**src/rtl/mips_mc_ctrl_pkg.sv**
```systemverilog
// Shared encodings for the multi-cycle MIPS control unit: FSM states, ALU ops, mux selects,
// opcode/funct values and instruction classification helpers.
package mips_mc_ctrl_pkg;

    typedef enum logic [3:0] {
        StIdle     = 4'd0,
        StFetch    = 4'd1,
        StDecode   = 4'd2,
        StMemAddr  = 4'd3,
        StMemRead  = 4'd4,
        StMemWb    = 4'd5,
        StMemWrite = 4'd6,
        StExec     = 4'd7,
        StAluWb    = 4'd8,
        StBranch   = 4'd9,
        StJump     = 4'd10,
        StMuldiv   = 4'd11,
        StTrap     = 4'd12
    } state_e;

    typedef enum logic [2:0] {
        ClsLoad, ClsStore, ClsAlu, ClsBranch, ClsJump, ClsIllegal
    } instr_class_e;

    localparam logic [5:0] AluAdd  = 6'b000000;
    localparam logic [5:0] AluSub  = 6'b000001;
    localparam logic [5:0] AluSll  = 6'b000010;
    localparam logic [5:0] AluSrl  = 6'b000100;
    localparam logic [5:0] AluSra  = 6'b000110;
    localparam logic [5:0] AluOr   = 6'b001000;
    localparam logic [5:0] AluAnd  = 6'b010000;
    localparam logic [5:0] AluNor  = 6'b011000;
    localparam logic [5:0] AluXor  = 6'b100000;
    localparam logic [5:0] AluSlt  = 6'b101001;
    localparam logic [5:0] AluSltu = 6'b110001;

    localparam logic [2:0] SrcBRt    = 3'b000;
    localparam logic [2:0] SrcBImm   = 3'b001;
    localparam logic [2:0] SrcBShamt = 3'b010;
    localparam logic [2:0] SrcBImmSh = 3'b011;
    localparam logic [2:0] SrcBZero  = 3'b100;
    localparam logic [2:0] SrcBFour  = 3'b101;

    localparam logic [1:0] PcSrcAlu    = 2'b00;
    localparam logic [1:0] PcSrcAluOut = 2'b01;
    localparam logic [1:0] PcSrcJump   = 2'b10;
    localparam logic [1:0] PcSrcRs     = 2'b11;

    localparam logic [1:0] RegDstRt = 2'b00;
    localparam logic [1:0] RegDstRd = 2'b01;
    localparam logic [1:0] RegDstRa = 2'b10;

    localparam logic [5:0] OpRtype = 6'h00;
    localparam logic [5:0] OpRegimm = 6'h01;
    localparam logic [5:0] OpJ     = 6'h02;
    localparam logic [5:0] OpJal   = 6'h03;
    localparam logic [5:0] OpBeq   = 6'h04;
    localparam logic [5:0] OpBne   = 6'h05;
    localparam logic [5:0] OpBlez  = 6'h06;
    localparam logic [5:0] OpBgtz  = 6'h07;
    localparam logic [5:0] OpAddi  = 6'h08;
    localparam logic [5:0] OpAddiu = 6'h09;
    localparam logic [5:0] OpSlti  = 6'h0a;
    localparam logic [5:0] OpSltiu = 6'h0b;
    localparam logic [5:0] OpAndi  = 6'h0c;
    localparam logic [5:0] OpOri   = 6'h0d;
    localparam logic [5:0] OpXori  = 6'h0e;
    localparam logic [5:0] OpLb    = 6'h20;
    localparam logic [5:0] OpLh    = 6'h21;
    localparam logic [5:0] OpLw    = 6'h23;
    localparam logic [5:0] OpLbu   = 6'h24;
    localparam logic [5:0] OpLhu   = 6'h25;
    localparam logic [5:0] OpSb    = 6'h28;
    localparam logic [5:0] OpSh    = 6'h29;
    localparam logic [5:0] OpSw    = 6'h2b;

    localparam logic [5:0] FnSll     = 6'h00;
    localparam logic [5:0] FnSrl     = 6'h02;
    localparam logic [5:0] FnSra     = 6'h03;
    localparam logic [5:0] FnSllv    = 6'h04;
    localparam logic [5:0] FnSrlv    = 6'h06;
    localparam logic [5:0] FnSrav    = 6'h07;
    localparam logic [5:0] FnJr      = 6'h08;
    localparam logic [5:0] FnJalr    = 6'h09;
    localparam logic [5:0] FnSyscall = 6'h0c;
    localparam logic [5:0] FnMthi    = 6'h11;
    localparam logic [5:0] FnMtlo    = 6'h13;
    localparam logic [5:0] FnMult    = 6'h18;
    localparam logic [5:0] FnMultu   = 6'h19;
    localparam logic [5:0] FnDiv     = 6'h1a;
    localparam logic [5:0] FnDivu    = 6'h1b;
    localparam logic [5:0] FnAdd     = 6'h20;
    localparam logic [5:0] FnAddu    = 6'h21;
    localparam logic [5:0] FnSub     = 6'h22;
    localparam logic [5:0] FnSubu    = 6'h23;
    localparam logic [5:0] FnAnd     = 6'h24;
    localparam logic [5:0] FnOr      = 6'h25;
    localparam logic [5:0] FnXor     = 6'h26;
    localparam logic [5:0] FnNor     = 6'h27;
    localparam logic [5:0] FnSlt     = 6'h2a;
    localparam logic [5:0] FnSltu    = 6'h2b;

    function automatic instr_class_e classify(input logic [5:0] op, input logic [5:0] funct);
        instr_class_e cls;
        case (op)
            OpRtype:                                  cls = (funct == FnJr || funct == FnJalr) ?
                                                            ClsJump : ClsAlu;
            OpJ, OpJal:                               cls = ClsJump;
            OpRegimm, OpBeq, OpBne, OpBlez, OpBgtz:   cls = ClsBranch;
            OpAddi, OpAddiu, OpSlti, OpSltiu,
            OpAndi, OpOri, OpXori:                    cls = ClsAlu;
            OpLb, OpLh, OpLw, OpLbu, OpLhu:           cls = ClsLoad;
            OpSb, OpSh, OpSw:                         cls = ClsStore;
            default:                                  cls = ClsIllegal;
        endcase
        return cls;
    endfunction

    function automatic logic is_shift(input logic [5:0] funct);
        return funct inside {FnSll, FnSrl, FnSra, FnSllv, FnSrlv, FnSrav};
    endfunction

    function automatic logic [5:0] exec_alu_op(input logic [5:0] op, input logic [5:0] funct);
        logic [5:0] alu;
        alu = AluAdd;
        if (op == OpRtype) begin
            case (funct)
                FnSub, FnSubu:  alu = AluSub;
                FnAnd:          alu = AluAnd;
                FnOr:           alu = AluOr;
                FnXor:          alu = AluXor;
                FnNor:          alu = AluNor;
                FnSlt:          alu = AluSlt;
                FnSltu:         alu = AluSltu;
                FnSll, FnSllv:  alu = AluSll;
                FnSrl, FnSrlv:  alu = AluSrl;
                FnSra, FnSrav:  alu = AluSra;
                default:        alu = AluAdd;
            endcase
        end else begin
            case (op)
                OpSlti:  alu = AluSlt;
                OpSltiu: alu = AluSltu;
                OpAndi:  alu = AluAnd;
                OpOri:   alu = AluOr;
                OpXori:  alu = AluXor;
                default: alu = AluAdd;
            endcase
        end
        return alu;
    endfunction

endpackage

```
**src/rtl/mips_mc_muldiv_timer.sv**
```systemverilog
// Down-counter that times the fixed-latency mult/div unit; done while the count reads zero.
module mips_mc_muldiv_timer #(
    parameter int unsigned CYCLES = 32
) (
    input  logic clk,
    input  logic reset,
    input  logic load,
    output logic done
);

    localparam logic [7:0] LoadVal = 8'(CYCLES - 1);

    logic [7:0] count_q;

    always_ff @(posedge clk or posedge reset) begin
        if (reset) begin
            count_q <= 8'd0;
        end else if (load) begin
            count_q <= LoadVal;
        end else if (count_q != 8'd0) begin
            count_q <= count_q - 8'd1;
        end
    end

    assign done = (count_q == 8'd0);

endmodule

```
**src/rtl/mips_multicycle_control.sv**
```systemverilog
// Moore control FSM for the multi-cycle MIPS datapath. Defining MIPS_MC_CTRL_EXC_EN adds
// exc_ctl_o and turns TRAP (illegal opcode, SYSCALL) into an exception-vector jump.
module mips_multicycle_control
    import mips_mc_ctrl_pkg::*;
#(
    parameter int unsigned ALU_OP_W      = 6,
    parameter int unsigned ALU_SRC_W     = 3,
    parameter int unsigned MULDIV_CYCLES = 32
) (
    input  logic                 clk,
    input  logic                 reset,
    input  logic [5:0]           instr_op_ctl_i,
    input  logic [5:0]           instr_funct_ctl_i,
    input  logic                 mem_ack_i,
    output logic                 pc_wr_ctl_o,
    output logic                 pc_wr_cond_ctl_o,
    output logic [1:0]           pc_src_ctl_o,
    output logic                 ir_wr_ctl_o,
    output logic                 iord_ctl_o,
    output logic                 mem_read_ctl_o,
    output logic                 mem_wr_ctl_o,
    output logic                 mem_to_reg_ctl_o,
    output logic [1:0]           reg_dst_ctl_o,
    output logic                 reg_wr_ctl_o,
    output logic                 alu_src_a_ctl_o,
    output logic [ALU_SRC_W-1:0] alu_src_b_ctl_o,
    output logic [ALU_OP_W-1:0]  alu_op_ctl_o,
    output logic                 sign_ext_ctl_o,
    output logic                 muldiv_start_ctl_o,
    output logic [3:0]           state_o
`ifdef MIPS_MC_CTRL_EXC_EN
    ,
    output logic                 exc_ctl_o
`endif
);

    state_e       state_q;
    instr_class_e cls;
    logic         is_rtype, is_muldiv, is_syscall, is_mthilo, is_jal, is_jalr;
    logic         muldiv_load, muldiv_done;

    assign cls        = classify(instr_op_ctl_i, instr_funct_ctl_i);
    assign is_rtype   = (instr_op_ctl_i == OpRtype);
    assign is_muldiv  = is_rtype && (instr_funct_ctl_i inside {FnMult, FnMultu, FnDiv, FnDivu});
    assign is_syscall = is_rtype && (instr_funct_ctl_i == FnSyscall);
    assign is_mthilo  = is_rtype && (instr_funct_ctl_i inside {FnMthi, FnMtlo});
    assign is_jal     = (instr_op_ctl_i == OpJal);
    assign is_jalr    = is_rtype && (instr_funct_ctl_i == FnJalr);

    assign muldiv_load = (state_q == StExec) && is_muldiv;

    mips_mc_muldiv_timer #(
        .CYCLES (MULDIV_CYCLES)
    ) u_muldiv_timer (
        .clk   (clk),
        .reset (reset),
        .load  (muldiv_load),
        .done  (muldiv_done)
    );

    always_ff @(posedge clk or posedge reset) begin
        if (reset) begin
            state_q <= StIdle;
        end else begin
            case (state_q)
                StIdle:     state_q <= StFetch;
                StFetch:    if (mem_ack_i) state_q <= StDecode;
                StDecode: begin
                    case (cls)
                        ClsLoad, ClsStore: state_q <= StMemAddr;
                        ClsAlu:            state_q <= StExec;
                        ClsBranch:         state_q <= StBranch;
                        ClsJump:           state_q <= StJump;
                        default:           state_q <= StTrap;
                    endcase
                end
                StMemAddr:  state_q <= (cls == ClsLoad) ? StMemRead : StMemWrite;
                StMemRead:  if (mem_ack_i) state_q <= StMemWb;
                StMemWrite: if (mem_ack_i) state_q <= StFetch;
                StExec: begin
                    if (is_muldiv) begin
                        state_q <= StMuldiv;
                    end else if (is_syscall) begin
`ifdef MIPS_MC_CTRL_EXC_EN
                        state_q <= StTrap;
`else
                        state_q <= StFetch;
`endif
                    end else if (is_mthilo) begin
                        state_q <= StFetch;
                    end else begin
                        state_q <= StAluWb;
                    end
                end
                StMuldiv:   if (muldiv_done) state_q <= StFetch;
                StMemWb, StAluWb, StBranch, StJump, StTrap: state_q <= StFetch;
                default:    state_q <= StIdle;
            endcase
        end
    end

    // Outputs depend only on the state and the held IR fields, plus the FETCH ack strobe.
    always_comb begin
        pc_wr_ctl_o        = 1'b0;
        pc_wr_cond_ctl_o   = 1'b0;
        pc_src_ctl_o       = PcSrcAlu;
        ir_wr_ctl_o        = 1'b0;
        iord_ctl_o         = 1'b0;
        mem_read_ctl_o     = 1'b0;
        mem_wr_ctl_o       = 1'b0;
        mem_to_reg_ctl_o   = 1'b0;
        reg_dst_ctl_o      = RegDstRt;
        reg_wr_ctl_o       = 1'b0;
        alu_src_a_ctl_o    = 1'b0;
        alu_src_b_ctl_o    = ALU_SRC_W'(SrcBRt);
        alu_op_ctl_o       = ALU_OP_W'(AluAdd);
        sign_ext_ctl_o     = 1'b0;
        muldiv_start_ctl_o = 1'b0;
`ifdef MIPS_MC_CTRL_EXC_EN
        exc_ctl_o          = 1'b0;
`endif
        case (state_q)
            StFetch: begin
                mem_read_ctl_o  = 1'b1;
                alu_src_b_ctl_o = ALU_SRC_W'(SrcBFour);
                ir_wr_ctl_o     = mem_ack_i;
                pc_wr_ctl_o     = mem_ack_i;
            end
            StDecode: alu_src_b_ctl_o = ALU_SRC_W'(SrcBImmSh);
            StMemAddr: begin
                alu_src_a_ctl_o = 1'b1;
                alu_src_b_ctl_o = ALU_SRC_W'(SrcBImm);
                sign_ext_ctl_o  = 1'b1;
            end
            StMemRead: begin
                mem_read_ctl_o = 1'b1;
                iord_ctl_o     = 1'b1;
            end
            StMemWb: begin
                reg_wr_ctl_o     = 1'b1;
                mem_to_reg_ctl_o = 1'b1;
            end
            StMemWrite: begin
                mem_wr_ctl_o = 1'b1;
                iord_ctl_o   = 1'b1;
            end
            StExec: begin
                alu_src_a_ctl_o = 1'b1;
                alu_op_ctl_o    = ALU_OP_W'(exec_alu_op(instr_op_ctl_i, instr_funct_ctl_i));
                if (is_rtype) begin
                    alu_src_b_ctl_o    = is_shift(instr_funct_ctl_i) ? ALU_SRC_W'(SrcBShamt) :
                                                                       ALU_SRC_W'(SrcBRt);
                    muldiv_start_ctl_o = is_muldiv;
                end else begin
                    alu_src_b_ctl_o = ALU_SRC_W'(SrcBImm);
                    sign_ext_ctl_o  = !(instr_op_ctl_i inside {OpAndi, OpOri, OpXori});
                end
            end
            StAluWb: begin
                reg_wr_ctl_o  = 1'b1;
                reg_dst_ctl_o = is_rtype ? RegDstRd : RegDstRt;
            end
            StBranch: begin
                alu_src_a_ctl_o  = 1'b1;
                pc_wr_cond_ctl_o = 1'b1;
                pc_src_ctl_o     = PcSrcAluOut;
                alu_op_ctl_o     = ALU_OP_W'(AluSub);
                alu_src_b_ctl_o  = (instr_op_ctl_i inside {OpBeq, OpBne}) ? ALU_SRC_W'(SrcBRt) :
                                                                            ALU_SRC_W'(SrcBZero);
            end
            StJump: begin
                pc_wr_ctl_o  = 1'b1;
                pc_src_ctl_o = is_rtype ? PcSrcRs : PcSrcJump;
                // Link: the ALU forms the return address from the PC while the jump commits.
                if (is_jal || is_jalr) begin
                    reg_wr_ctl_o    = 1'b1;
                    alu_src_b_ctl_o = ALU_SRC_W'(SrcBFour);
                    reg_dst_ctl_o   = is_jal ? RegDstRa : RegDstRd;
                end
            end
            StTrap: begin
`ifdef MIPS_MC_CTRL_EXC_EN
                exc_ctl_o   = 1'b1;
                pc_wr_ctl_o = 1'b1;
`endif
            end
            default: ;
        endcase
    end

    assign state_o = state_q;

endmodule

```
**config.mk**
```make
export PLATFORM = sky130hd
export DESIGN_NAME = mips_multicycle_control
export DESIGN_NICKNAME = d
export VERILOG_FILES = /design/src/rtl/mips_mc_ctrl_pkg.sv /design/src/rtl/mips_mc_muldiv_timer.sv /design/src/rtl/mips_multicycle_control.sv
export SDC_FILE = /design/constraint.sdc
export NUM_CORES = 1
export LEC_CHECK = 0
export ABC_AREA = 1
export CAP_MARGIN = 20
export CORE_ASPECT_RATIO = 0.75
export CORE_MARGIN = 2
export CORE_UTILIZATION = 35
export DETAILED_ROUTE_END_ITERATION = 8
export PLACE_DENSITY = 0.69
export SKIP_LAST_GASP = 1
export SYNTH_ARGS = -nofsm -noshare
export SYNTH_HDL_FRONTEND = slang
export SYNTH_HIERARCHICAL = 1
export SYNTH_SLANG_ARGS = --single-unit
```
**constraint.sdc**
```tcl
create_clock -name clk -period 2.6 [get_ports clk]
set_input_delay 0.78 -clock clk [delete_from_list [all_inputs] [get_ports clk]]
set_output_delay 0.78 -clock clk [all_outputs]
set_load 0.1 [all_outputs]
```
# Yosys cells after proc, flatten, opt, wreduce, memory -nomap -nowiden

Memory sizes are Yosys's and may differ from the RTL's.
Cells that the tools add are included.

Output and inout bits: 28
Word-level logic and storage cells: 134
Input port bits: 15
Bits in read-only memories: 384
Memories kept: 1
Flip-flop bits (word level): 12

Memory list:

| name            | words | width | read ports | clocked after memory_dff | write ports | line                    | source |
|---|---|---|---|---|---|---|---|
| (no name shown) | 64    | 6     | 1          | 0                        | 0           | mips_mc_ctrl_pkg.sv:127 | `case (funct)` |

Eq/ne operators: 56
Muxes and demuxes: 42
Add/subtract/negate cells: 1
Reductions and logical operators: 32

Operators by type and width:

| cell                                          | number |
|---|---|
| == test 6 x 4 -> 1 bit, second input constant | 10 |
| == test 6 bit, second input constant          | 8 |
| == test 6 x 3 -> 1 bit, second input constant | 7 |
| == test 6 x 5 -> 1 bit, second input constant | 6 |
| one-hot mux 3 bit (6 select lines)            | 2 |
| one-hot mux 4 bit (8 select lines)            | 1 |
| one-hot mux 6 bit (5 select lines)            | 1 |
| 2-to-1 mux 4 bit                              | 7 |
| == test 6 x 2 -> 1 bit, second input constant | 4 |
| == test 4 bit, second input constant          | 5 |
| == test 4 x 3 -> 1 bit, second input constant | 4 |
| 2-to-1 mux 8 bit                              | 2 |
| one-hot mux 4 bit (4 select lines)            | 1 |
| 2-to-1 mux 1 bit                              | 13 |
| zero test 6 bit                               | 2 |
| one-hot mux 6 bit (2 select lines)            | 1 |
| 2-to-1 mux 2 bit                              | 5 |
| OR reduction 2 bit                            | 5 |
| OR reduction 5 bit                            | 2 |
| 2-to-1 mux 3 bit                              | 3 |
| == test 4 x 2 -> 1 bit, second input constant | 2 |
| zero test 8 bit                               | 1 |
| != test 2 bit, second input constant          | 4 |
| one-hot mux 2 bit (2 select lines)            | 2 |
| 22 further kinds                              | 33 |

# Depth between registers and ports, before layout

Word-level depth: 8
Gate-level depth with buffers: 13
Mapped depth without buffers: 13

# Cells and area by module

Netlist, hierarchy kept.

Modules (own cells, without submodules):

| module                  | sequential area each (µm²) | instances | cells each | area an instance (µm²) |
|---|---|---|---|---|
| mips_multicycle_control | 100.1                      | 1         | 192        | 1022.2 |
| mips_mc_muldiv_timer    | 200.2                      | 1         | 64         | 510.5 |

# Worst setup path before layout

No wires, ideal clock.

Path type: reg-to-output
Start point: reg state_q[3], in the netlist state_o[3]
End point: out pc_src_ctl_o[0]
Required time: 1820 ps
Path buffers: 0
Data arrival time: 4125 ps
Stages on the path, launching flop included: 7
Slack: -2305 ps
Cell sequence: dfrtp_1 -> inv_1 -> nor2_2 -> inv_1 -> nor2_4 -> inv_1 -> o21ai_0

Longest elaborated chain between the ends: 2
Elaborated cells between the ends (all ways): 3
Classes of those cells: eq/ne (2); mux (1)

RTL lines:

| what                                   | line                           | source |
|---|---|---|
| start, declared                        | mips_multicycle_control.sv:37  | `state_e state_q;` |
| start signal, assigned                 | mips_multicycle_control.sv:63  | `state_q <= StIdle;` |
| start signal, assigned                 | mips_multicycle_control.sv:66  | `StIdle: state_q <= StFetch;` |
| start signal, assigned                 | mips_multicycle_control.sv:67  | `StFetch: if (mem_ack_i) state_q <= StDecode;` |
| == test 4 bit                          | mips_multicycle_control.sv:122 | `case (state_q)` |
| one-hot mux 2 bit (2 select lines) (*) | mips_multicycle_control.sv:122 |  |
| end, declared                          | mips_multicycle_control.sv:17  | `output logic [1:0] pc_src_ctl_o,` |

Mark *: on every way between the ends. The rest lies on a longest branch, timed or not.

# Worst setup path after layout

Start point: in instr_funct_ctl_i[1]
End point: out alu_src_b_ctl_o[0]

Longest elaborated chain between the ends: 5

RTL lines:

| what                               | line                           | source |
|---|---|---|
| start, declared                    | mips_multicycle_control.sv:13  | `input logic [5:0] instr_funct_ctl_i,` |
| == test 6 x 4 -> 1 bit             | mips_multicycle_control.sv:48  | `assign is_jalr = is_rtype && (instr_funct_ctl_i == FnJalr);` |
| logical AND 1 bit                  | mips_multicycle_control.sv:48  |  |
| logical OR 1 bit                   | mips_multicycle_control.sv:175 | `if (is_jal \|\| is_jalr) begin` |
| 2-to-1 mux 3 bit                   | mips_multicycle_control.sv:175 |  |
| one-hot mux 3 bit (6 select lines) | mips_multicycle_control.sv:122 |  |
| end, declared                      | mips_multicycle_control.sv:26  | `output logic [ALU_SRC_W-1:0] alu_src_b_ctl_o,` |

No other way between the ends.

==> implementation parameters <==
Parameter                              Value

Die
  Area of the placeable core ... 4130 um^2
  Total number of placement rows ... 20
  Vert. Die Dim ... 61.3 um
  Initial core utilization ... 0.371
  Die Outline Area ... 4930 um^2
  Number of top-level pins ... 43
  Chip Width ... 80.4 um

Critical path
  Maximum cell stage delay along the critical path ... 230 ps
  Worst-path cell chain ... buf_8 -> clkinvlp_4 -> buf_6 -> ha_4 -> nand4_1 -> nand2_1 -> inv_2 -> o211ai_1 -> clkbuf_16
  Endpoint type of the worst setup path ... primary output
  Slowest cell on crit path ... clkbuf_16
  Crit path arrival time ... 1940 ps
  CP bufs+invs ... 5
  Critical path required time ... 1820 ps
  Critical Setup Path Class ... in -> out
  Crit path max-delay family ... buffers and inverters
  Crit path max fanout ... 3
  CP Launch Type ... primary input
  CP startpoint ... instr_funct_ctl_i[1]
  Origin of the critical flop-to-flop path ... state_o[3]

Timing
  RSZ-0062 raised after global routing ... yes
  Final sum of negative setup slack ... -493 ps
  Post-route setup slack ... -116 ps
  Final hold viol count ... 0
  Slew of the pin with the lowest slew margin ... 350 ps
  Period minus WS final ... 2720 ps
  Final period utilization ... 1.04
  Maximum achievable frequency ... 0.368 GHz
  Number of setup violations in the final report ... 9
  Final slew viol count ... 0
  Headroom to the max-slew limit ... 0.766
  Post-route clock skew ... 3.32 ps

Cells and area
  Most frequent standard cell in the layout excluding fill and tap cells ... buf_4
  Most used cells in the layout excluding fill and tap cells ... buf_4, nand2_1, nor2_1, inv_1, buf_12
  Count of nets after finishing ... 381
  Multi-input gate area in the final layout ... 1320 um^2
  Antenna diodes ... 0
  Number of fillers in the final layout ... 297
  Share of cells above drive strength 1 ... 0.542
  Area growth syn-to-layout ... 104%
  Footprint of the flip-flops and latches ... 315 um^2

Clock tree
  Root buffer selected by CTS ... clkbuf_8
  CTS max path bufs ... 2
  Clock slew at the register clock pins of the worst setup and hold paths ... 50 ps
  Number of clock sinks ... 12
  Clock insertion delay at the later pin of the skew report ... 240 ps
  TritonCTS buffer count ... 3
  Count of H-tree levels built during CTS ... 1
  Clock tree from TritonCTS ... built

Power
  Power density over cell area ... 1040 nW/um^2
  Static leakage ... 1.47 nW
  Combinational fraction of design power ... 0.803
  Net switching power of the design ... 0.00195 W
  Sequential fraction of design power ... 0.133
  Power Internal ... 0.00130 W
  VDD IR-drop max ... 1.24 mV
  Clock group share of total power ... 0.064
  Share of total power consumed by net switching ... 0.600

Logic synthesis
  Cell count after synthesis ... 256
  Warnings, synthesis ... 6
  Number of library cell types mapped by synthesis ... 33
  Register bit total from synthesis ... 12
  Synthesized Nets ... 276
  Synthesized area per cell ... 5.99 um^2
  Sequential element share of the synthesized area ... 0.196
  Portion of netlist area occupied by mux cells ... 0
  Synth Area in Adders ... 0.0408
  Post-synthesis simple-gate area fraction ... 0.487
  Cell area after synthesis ... 1530 um^2
  Area fraction in compound gates after synthesis ... 0.132
  Dominant combinational cell family by area after synthesis ... simple AND/OR/NAND/NOR gates
  Xor/xnor share of the synthesized area ... 0.00571

Drt
  First-pass iteration count of the detailed router ... 4
  Number of remaining DRC errors ... 0
  Detail Route Antenna Nets ... 0
  Routed len/inst ... 14.1 um
  Detail-routed via count per cell ... 4.94
  DR vias ... 2049
  Total detailed-routing wirelength ... 5.84 mm
  Initial DRC count ... 117

GRT
  GRT overflow ... 0
  Overall track demand over capacity in global routing ... 0.242
  Initial antenna violation count ... 0
  Maximum number of pins on one net before global-route repair ... 9
  First-pass GRT wire length ... 9.19 mm
  Number of global-route vias before repair ... 1950

Placement
  Count of port buffers added during placement ... 42
  GP Congestion ... 0.938
  DP Wirelength ... 4.24 mm
  Worst slack, placed ... -592 ps

Outcome
  Result of the run ... finished with violations
  Violated checks ... setup timing

Hold path
  Type of the tightest min-delay check ... reg -> reg
  Worst Min Path Start ... u_muldiv_timer/count_q[1]

Job
  Max-cap viol count ... 0
## per-layer routing
layer / vias to the layer above / global-route usage / wire length [um] / share of wire
met3: 10 / 0.0235 / 328 / 0.056
met1: 948 / 0.331 / 2460 / 0.42
met5: - / 0 / 0 / 0
met4: 0 / 0.0630 / 85 / 0.015
met2: 71 / 0.418 / 2970 / 0.51
li1: 1020 / - / - / -
## what timing repair did
action,CTS,global route
pin swaps,19,19
setup buffers,9,6
hold buffers,0,0
endpoints found under the setup margin,22,13
resized for setup,83,30
## state kept, by name, summed over array words and instances, names as in the netlist
signal,count
state_o,4
u_muldiv_timer/count_q,8
## synthesized netlist by cell type
cell	number	area (um^2)
a21oi_1	2	10.0
a21oi_2	1	8.76
inv_2	9	33.8
nand2_1	51	191
a32o_1	1	10.0
nor2_2	10	62.6
inv_1	45	169
ha_1	5	62.6
nand3_4	1	17.5
nand3b_1	1	7.51
o211ai_1	3	22.5
nor2_8	1	20.0
o41ai_1	1	8.76
o21ai_2	1	8.76
nor2_4	5	56.3
clkinv_4	1	8.76
dfrtp_1	12	300
nand2_4	2	22.5
o22ai_1	4	25.0
o31ai_1	1	7.51
nor2_1	44	165
nand2_2	6	37.5
o21ai_1	2	10.0
o21ai_0	11	55.1
nand3_1	18	90.1
a211oi_1	1	7.51
nand4_1	5	31.3
nand3_2	2	20.0
o21a_1	2	15.0
nor3_1	5	25.0
a31oi_1	1	6.26
xnor2_1	1	8.76
a21boi_0	1	7.51
## worst register-to-register path, delay by kind of cell (launching register included)
| family | cells | cell delay, ps |
|---|---|---|
| flops | 1 | 510 |
| buf+inv | 7 | 780 |
| simple gates | 7 | 710 |
## power groups by stage
stage	clock network (W)	logic [W]	registers (W)
final	0.000208	0.00261	0.000433
after global routing	0.000220	0.00275	0.000450
after CTS	0.000211	0.00256	0.000429
after detailed placement	0	0.00249	0.000432
after global placement	0	0.00247	0.000426
after floorplan	0	0.00151	0.000615
## worst paths after layout
check | endpoint | slack, ps | cells after the start
max in group asynchronous | u_muldiv_timer/count_q[0] | 1510 | 2
max reg2reg | u_muldiv_timer/count_q[1] | 490 | 14
min in group asynchronous | state_o[2] | 750 | 2
max | alu_src_b_ctl_o[0] | -120 | 9
min | u_muldiv_timer/count_q[1] | 520 | 2
min reg2reg | u_muldiv_timer/count_q[1] | 520 | 2
## stage by stage
| stage | cells | util | area, um^2 | power, W | hold slack [ps] |
|---|---|---|---|---|---|
| 2_1_floorplan | 256 | - | 1700 | 0.00212 | 468 |
| 3_3_place_gp | 396 | 0.668 | 2760 | 0.00290 | 490 |
| 3_5_place_dp | 396 | 0.668 | 2760 | 0.00293 | 512 |
| 4_1_cts | 409 | 0.725 | 2990 | 0.00320 | 527 |
| 5_1_grt | 415 | 0.756 | 3120 | 0.00342 | 554 |
| 6_report | 415 | 0.756 | 3120 | 0.00325 | 520 |
## kinds of logic (layout without fill, tap and decap cells)
group / Yosys count / after routing
xor+xnor: 1 / 1
compound gates: 32 / 32
buf+inv: 55 / 159
simple gates: 151 / 151
fa+ha+maj: 5 / 5
flops: 12 / 12
## cell type report
class / count / area share
repair buffers: 100 / 0.361
clock buffers: 4 / 0.0176
well taps: 55 / 0.0220
multi-input cells: 189 / 0.423
flip-flops and latches: 12 / 0.101
inverters: 55 / 0.0758
Note: power is estimated with default switching activity, not from simulation.
